===== src/rtl/mem_ready_gate.sv =====
// Memory-channel release gate: holds AXI_CLK_STABLE low until every enabled
// channel reports controller ready and PLL lock together for a qualification
// window. Adds a bring-up timeout with fault capture, plus an optional re-lock mode.

// Per-channel synchroniser for one asynchronous level input.
module mem_ready_gate_sync #(
  parameter int STAGES = 2
) (
  input  logic clk_i,
  input  logic rst_i,
  input  logic d_i,
  output logic q_o
);
  logic [STAGES-1:0] sync_q;

  // Shift the asynchronous level through the flop chain; reset clears it.
  always_ff @(posedge clk_i) begin
    if (rst_i) sync_q <= '0;
    else       sync_q <= {sync_q[STAGES-2:0], d_i};
  end

  assign q_o = sync_q[STAGES-1];
endmodule

module mem_ready_gate #(
  parameter int NUM_CH         = 2,
  parameter int SYNC_STAGES    = 2,
  parameter int STABLE_CYCLES  = 16,
  parameter int TIMEOUT_CYCLES = 1048576,
  parameter int RELOCK_MODE    = 0
) (
  input  logic              SYSCLK,
  input  logic              SYSRESET,
  input  logic [NUM_CH-1:0] CTRLR_READY,
  input  logic [NUM_CH-1:0] PLL_LOCK,
  input  logic [NUM_CH-1:0] CH_MASK,
  output logic              AXI_CLK_STABLE,
  output logic [NUM_CH-1:0] READY_STATUS,
  output logic              LOSS,
  output logic              TIMEOUT,
  output logic [NUM_CH-1:0] ERR_CH,
  output logic [2:0]        STATE
);
  typedef enum logic [2:0] {
    ST_IDLE     = 3'd0,
    ST_WAIT     = 3'd1,
    ST_STABLE   = 3'd2,
    ST_RELEASED = 3'd3,
    ST_FAULT    = 3'd4
  } state_e;

  localparam int SW = $clog2(STABLE_CYCLES + 1);
  // A zero timeout still needs a 1-bit counter so the declarations stay legal.
  localparam int TW = (TIMEOUT_CYCLES > 0) ? $clog2(TIMEOUT_CYCLES + 1) : 1;
  localparam bit TMO_EN = (TIMEOUT_CYCLES > 0);
  localparam logic [SW-1:0] STAB_LAST = SW'(STABLE_CYCLES);
  // The fault fires on the edge where the counter would reach TIMEOUT_CYCLES.
  localparam logic [TW-1:0] TMO_LAST  = TMO_EN ? TW'(TIMEOUT_CYCLES - 1) : '0;

  logic [NUM_CH-1:0] rdy_s, lck_s, qual;
  logic              all_ok;

  state_e            state_q, state_d;
  logic [SW-1:0]     stab_q, stab_d;
  logic [TW-1:0]     tmo_q, tmo_d, tmo_inc;
  logic              tmo_hit;
  logic              axi_q, axi_d;
  logic              loss_q, loss_d;
  logic              tout_q, tout_d;
  logic [NUM_CH-1:0] err_q, err_d;

  // One pair of synchronisers per channel; a channel qualifies only when both agree.
  for (genvar ch = 0; ch < NUM_CH; ch++) begin : g_ch
    mem_ready_gate_sync #(.STAGES(SYNC_STAGES)) u_rdy (
      .clk_i(SYSCLK), .rst_i(SYSRESET), .d_i(CTRLR_READY[ch]), .q_o(rdy_s[ch])
    );
    mem_ready_gate_sync #(.STAGES(SYNC_STAGES)) u_lck (
      .clk_i(SYSCLK), .rst_i(SYSRESET), .d_i(PLL_LOCK[ch]), .q_o(lck_s[ch])
    );
  end

  assign qual    = rdy_s & lck_s;
  assign all_ok  = &(qual | CH_MASK);
  assign tmo_inc = (tmo_q == '1) ? tmo_q : tmo_q + TW'(1);
  assign tmo_hit = TMO_EN && (tmo_q == TMO_LAST);

  // Next-state, counters and sticky status; timeout outranks release.
  always_comb begin
    state_d = state_q;
    stab_d  = stab_q;
    tmo_d   = tmo_q;
    loss_d  = loss_q;
    tout_d  = tout_q;
    err_d   = err_q;
    case (state_q)
      ST_IDLE: begin
        state_d = ST_WAIT;
        stab_d  = '0;
        tmo_d   = '0;
      end
      ST_WAIT: begin
        if (TMO_EN) tmo_d = tmo_inc;
        if (tmo_hit) begin
          state_d = ST_FAULT;
          tout_d  = 1'b1;
          err_d   = ~qual & ~CH_MASK;
        end else if (all_ok) begin
          state_d = ST_STABLE;
          stab_d  = SW'(1);
        end
      end
      ST_STABLE: begin
        if (TMO_EN) tmo_d = tmo_inc;
        if (tmo_hit) begin
          state_d = ST_FAULT;
          tout_d  = 1'b1;
          err_d   = ~qual & ~CH_MASK;
        end else if (!all_ok) begin
          state_d = ST_WAIT;
          stab_d  = '0;
        end else if (stab_q == STAB_LAST) begin
          state_d = ST_RELEASED;
        end else begin
          stab_d  = stab_q + SW'(1);
        end
      end
      ST_RELEASED: begin
        if (!all_ok) begin
          loss_d = 1'b1;
          if (RELOCK_MODE != 0) begin
            state_d = ST_WAIT;
            stab_d  = '0;
            tmo_d   = '0;
          end
        end
      end
      ST_FAULT: ;
      default: state_d = ST_IDLE;
    endcase
  end

  // Release is a flop of its own so the bridge never sees state-decode glitches.
  assign axi_d = (state_d == ST_RELEASED);

  // State and status registers with synchronous reset.
  always_ff @(posedge SYSCLK) begin
    if (SYSRESET) begin
      state_q <= ST_IDLE;
      stab_q  <= '0;
      tmo_q   <= '0;
      axi_q   <= 1'b0;
      loss_q  <= 1'b0;
      tout_q  <= 1'b0;
      err_q   <= '0;
    end else begin
      state_q <= state_d;
      stab_q  <= stab_d;
      tmo_q   <= tmo_d;
      axi_q   <= axi_d;
      loss_q  <= loss_d;
      tout_q  <= tout_d;
      err_q   <= err_d;
    end
  end

  assign AXI_CLK_STABLE = axi_q;
  assign READY_STATUS   = qual;
  assign LOSS           = loss_q;
  assign TIMEOUT        = tout_q;
  assign ERR_CH         = err_q;
  assign STATE          = state_q;
endmodule


===== config.mk =====
export PLATFORM = sky130hd
export DESIGN_NAME = mem_ready_gate
export DESIGN_NICKNAME = d
export VERILOG_FILES = /design/src/rtl/mem_ready_gate.sv
export SDC_FILE = /design/constraint.sdc
export NUM_CORES = 1
export LEC_CHECK = 0
export BUFFER_PORTS_ARGS = -buffer_cell sky130_fd_sc_hd__buf_4
export CORE_ASPECT_RATIO = 1.2
export CORE_UTILIZATION = 60
export DETAILED_ROUTE_END_ITERATION = 16
export PLACE_DENSITY = 0.8
export SETUP_SLACK_MARGIN = 0.3
export SLEW_MARGIN = 20
export SYNTH_ARGS = -nofsm -noshare
export SYNTH_HDL_FRONTEND = slang
export SYNTH_SLANG_ARGS = --single-unit

===== constraint.sdc =====
create_clock -name SYSCLK -period 6 [get_ports SYSCLK]
set_input_delay 0.3 -clock SYSCLK [delete_from_list [all_inputs] [get_ports SYSCLK]]
set_output_delay 0.3 -clock SYSCLK [all_outputs]
set_load 0.02 [all_outputs]

Word-level counts from Yosys, hierarchy flattened. Index checks and enable logic that the tools add are counted. Widths: inputs -> output; s select.

Add/subtract/negate cells: 2. Equal/unequal tests: 13. Mux-type cells: 14. Bitwise operators: 6. Reduce and logical (&&, ||, !) cells: 10.

Operator list (count): $pmux 21 s2 (1); $mux 5 (5); $add 21x1->21 const B (1); $eq 21x20->1 const B (1); $eq 21x21->1 const B (1); $mux 21 (1); $mux 3 (5); $pmux 5 s3 (1); $pmux 3 s4 (1); $eq 3x2->1 const B (3); $ne 2x2->1 const B (4); $reduce_and 2->1 (4); $add 5x1->5 const B (1); $eq 5x5->1 const B (1); $reduce_and 5->1 (1); $and 2x2->2 (2); $not 2->2 (2); $reduce_or 2->1 (2); $eq 3x1->1 const B (1); $eq 3x3->1 const B (1); $logic_not 3->1 (1); $ne 3x3->1 const B (1); $reduce_bool 3->1 (1); $or 2x2->2 (1); other kinds (2) (2).

Register bits after elaboration: 42. Output and inout port bits: 10.

Depth between registers and ports, before layout.
Depth after elaboration: 7. Gate-level depth with buffers: 7.

Hierarchy. Synthesis repeated with hierarchy kept, for this count alone.

Cell total of the unflattened synthesis: 236. Area, all modules: 2065.7 sq um.

Modules (own cells, without submodules): mem_ready_gate (instances 1, cells each 220, area each 1855.5 sq um, sequential area each 680.7 sq um); mem_ready_gate_sync (instances 4, cells each 4, area each 52.6 sq um, sequential area each 40.0 sq um).

Worst setup path after synthesis. OpenSTA, ideal clock, no wires.

Path type: register to register. Start: register tmo_q[0]. End: register tmo_q[17]. Library setup time: 0.121 ns. Arrival: 1.770 ns. Required time: 5.879 ns. Setup slack: 4.109 ns. Stages on the path, launching flop included: 8. Buffers on the path: 1. Period minus slack after synthesis: 1.891 ns. Cell sequence: dfxtp_1 -> ha_1 -> and3_1 -> and3_4 -> o2111a_2 -> buf_6 -> nor4_1 -> mux2_2.

Word-level cells in the longest chain between the ends: 3. Elaborated cells on any way between the ends: 6. Those cells by class: add/sub (1); eq/ne (2); mux (2); reduce/logical (1).

RTL lines: start, declared (line 65) `logic [TW-1:0] tmo_q, tmo_d, tmo_inc;`; start signal, assigned (line 158) `tmo_q <= tmo_d;`; $add 21x1->21 or $eq 21x21->1 (tied branches) (line 84) `assign tmo_inc = (tmo_q == '1) ? tmo_q : tmo_q + TW'(1);`; $mux 21 or $ne 2x2->1 (tied branches); $pmux 21 s2 or $reduce_and 2->1 (tied branches).

Several ways; a longest one is shown, not always the timed one. The select of a mux whose other input is x is not followed. A chain may end at the register's enable or synchronous reset.

Final worst setup path.
Start: register tmo_q[0]. End: register tmo_q[19].

The elaborated chain is that of the path after synthesis.

==> flow_metrics.env <==
export IMPL_portBuffers=17
export IMPL_rsz0062_at_grt="no"
export IMPL_clock_skew_ns=0.007945
export IMPL_cp_start_kind="flip-flop"
export IMPL_drtAntennaViolNets=0
export IMPL_synth_top_cell_area_share_pct=39.55
export IMPL_yosysTopAreaCell="dfxtp_1"
export IMPL_status="complete, no violations"
export IMPL_holdWs_ns=0.2048
export IMPL_clock_latency_ns=0.30
export IMPL_clockBufferDepth=2
export IMPL_leakage_nw=0.8248
export IMPL_cpPeakStageDelay_ns=0.37
export IMPL_die_area_um2=3786
export IMPL_fin_ws_ns=3.967
export IMPL_synth_edf_count=0
export IMPL_tightest_slew_ns=0.7889
export IMPL_finalSetupTns_ns=0
export IMPL_syn_area_per_cell_um2=8.469
export IMPL_antenna_cells=0
export IMPL_min_path_cells=2
export IMPL_whs_endpoint="g_ch[1].u_rdy.sync_q[0]"
export IMPL_firstDrtPassIters=4
export IMPL_holdBufCountCts=0
export IMPL_synth_area_leaders="dfxtp_1 40%, a21oi_1 4.9%, nor2_1 3.5%"
export IMPL_clockRootBuffer="clkbuf_8"
export IMPL_crit_path_end_kind="flip-flop"
export IMPL_seq_area_frac_synth_pct=39.55
export IMPL_worstRegToRegCells=6
export IMPL_drive_above_1_share_pct=13.21
export IMPL_drcViolationCount=0
export IMPL_clock_fmax_ghz=0.4918
export IMPL_post_dp_hpwl_um=3119
export IMPL_routed_via_count=1845
export IMPL_area_growth_pct=9.771
export IMPL_hold_class="in2reg"
export IMPL_synthCells=251
export IMPL_cts_max_level=2
export IMPL_drv_cap=0
export IMPL_grt_pass1_vias=1671
export IMPL_start_util_pct=63.14
export IMPL_grt_pass1_wl_um=7224
export IMPL_die_y_um=67.21
export IMPL_cts_resized=0
export IMPL_cts_made_buffers=5
export IMPL_synth_cell_types=47
export IMPL_dp_slack_ns=3.995
export IMPL_cts_setup_buffers=0
export IMPL_synthArstFlopShare_pct=0
export IMPL_setup_viol=0
export IMPL_cp_slowest_cell="mux2_2"
export IMPL_viasPerCell=6.109
export IMPL_period_minus_slack_ns=2.033
export IMPL_drt_iter0_markers=62
export IMPL_drt_total_wl_um=4278
export IMPL_rows=23
export IMPL_grt_usage_pct=23.98
export IMPL_grt_max_degree=25
export IMPL_r2r_end="tmo_q[19]"
export IMPL_finalCritPeriodShare_pct=33.89
export IMPL_antenna_found_initial=0
export IMPL_yosysWarnings=0
export IMPL_path_class="reg2reg"
export IMPL_cp_required_ns=6.19
export IMPL_place_gp_congestion=0.8499
export IMPL_reg2reg_from="tmo_q[0]"
export IMPL_synth_ff_type="dfxtp_1"
export IMPL_crit_buf_inv=0
export IMPL_vdd_drop_max_v=0.0001735
export IMPL_die_x_um=56.34
export IMPL_cp_max_fo=13
export IMPL_cts_tree="done"
export IMPL_num_io_pins=18
export IMPL_power_per_cell_area_nw_per_um2=225.2
export IMPL_relSlewSlack_pct=47.41
export IMPL_ys_seq_elements=42
export IMPL_overflow=0
export IMPL_cp_arrival_ns=2.22
export IMPL_core_um2=3367
export IMPL_worstHoldStart="CTRLR_READY[1]"
export IMPL_wl_per_cell_um=14.17
export IMPL_synthesis_area_um2=2126
export IMPL_rrSetupSlack_ns=3.97
export IMPL_synthesis_nets=262
export IMPL_finalHoldViolations=0
export IMPL_cts_sinks=42
export IMPL_maxSlewViolCount=0
export IMPL_num_nets_final=275
export IMPL_cp_top_family="simple AND/OR/NAND/NOR gates"
export IMPL_path_clk_slew_ns=0.09
export IMPL_cp_cell_sequence="ha_1 > and3_1 > and3_4 > o2111a_2 > nor4_1 > mux2_2"
==> cell usage after synthesis, types with 5 or more instances <==
library cell and number:
dfxtp_1 42, a21oi_1 21, nor2_1 20, nand2_1 18
inv_1 11, nor2b_1 10, nand2b_1 9, nand3_1 9
or3_1 8, o31ai_1 7, or4_1 7, clkbuf_1 6
o21ai_0 6, and3_1 5, mux2i_1 5, nor4_1 5
==> metal layers <==
metal	track usage, %	up-vias	wire (um)
li1	-	936	-
met1	27.29	876	1913
met2	44.64	27	2199
met3	4.789	6	108
met4	8.841	0	55
met5	0	-	0
==> cells by family after synthesis <==
family / Yosys count / synth area share (%)
AOI/OAI and AO/OA: 57 / 17.72
xor gates and xnor gates: 5 / 2.060
adders and majority gates: 4 / 2.237
muxes: 7 / 3.414
and+or+nand+nor: 114 / 30.25
DFF: 42 / 39.55
buffers and inverters: 22 / 4.767
==> where the power goes <==
group	total (mW)	switching, mW	leakage (nW)	internal (mW)
Sequential	0.292	0.00711	0.341	0.285
Clock	0.190	0.106	0.0447	0.0840
Combinational	0.0438	0.0256	0.439	0.0182
Total	0.526	0.139	0.825	0.387
==> layout make-up <==
type	count	area (um^2)
Fill cell	299	1033
Multi-Input combinational cell	187	1184
Timing Repair Buffer	17	127.6
Sequential cell	42	840.8
Tap cell	37	46.29
Inverter	11	41.29
Clock inverter	3	25.02
Clock buffer	5	68.82
==> how the worst max path moves through the flow <==
stage                     startpoint   endpoint  slack [ns]  cells past startpoint
after floorplan             tmo_q[0]  tmo_q[17]        4.11                      7
after global placement      tmo_q[0]  tmo_q[17]        4.05                      6
after detailed placement    tmo_q[0]  tmo_q[19]        3.99                      6
after CTS                   tmo_q[0]  tmo_q[19]        3.96                      6
after global routing        STATE[0]   tmo_q[8]        3.86                      5
final                       tmo_q[0]  tmo_q[19]        3.97                      6
==> registers in the layout (all words and copies together), names as in the netlist <==
register           count
stab_q                 5
g_ch.u_lck.sync_q      4
tmo_q                 21
STATE                  3
ERR_CH                 2
g_ch.u_rdy.sync_q      4
TIMEOUT                1
AXI_CLK_STABLE         1
LOSS                   1
==> cells in the final DEF, fill, tap and decap left out, types with 3 or more instances in the layout <==
cell type | Yosys | final
or3_1 | 8 | 8
buf_4 | 0 | 17
inv_1 | 11 | 11
o211ai_1 | 4 | 4
nor4_1 | 5 | 5
nand2b_1 | 9 | 9
and2_1 | 4 | 4
a21o_1 | 4 | 4
nor3_1 | 3 | 3
and3_1 | 5 | 5
o31ai_1 | 7 | 7
nand4_1 | 4 | 4
ha_1 | 3 | 3
nor2_1 | 20 | 20
nand3_1 | 9 | 9
mux2i_1 | 5 | 5
a21oi_1 | 21 | 21
nor2b_1 | 10 | 10
o21ai_0 | 6 | 6
dfxtp_1 | 42 | 42
xnor2_1 | 3 | 3
a31oi_1 | 3 | 3
clkbuf_8 | 0 | 5
nand2_1 | 18 | 18
or4_1 | 7 | 7
==> per-stage QoR <==
stage | utilization [%] | instance area, um^2 | std cells | power [mW]
floorplan | - | 2126 | 251 | 0.3289
global placement | 66.52 | 2240 | 294 | 0.3415
detailed placement | 66.52 | 2240 | 294 | 0.3424
CTS | 69.31 | 2333 | 302 | 0.5314
global route | 69.31 | 2333 | 302 | 0.5458
finish | 69.31 | 2333 | 302 | 0.5256
(Power assumes the default switching activity.)
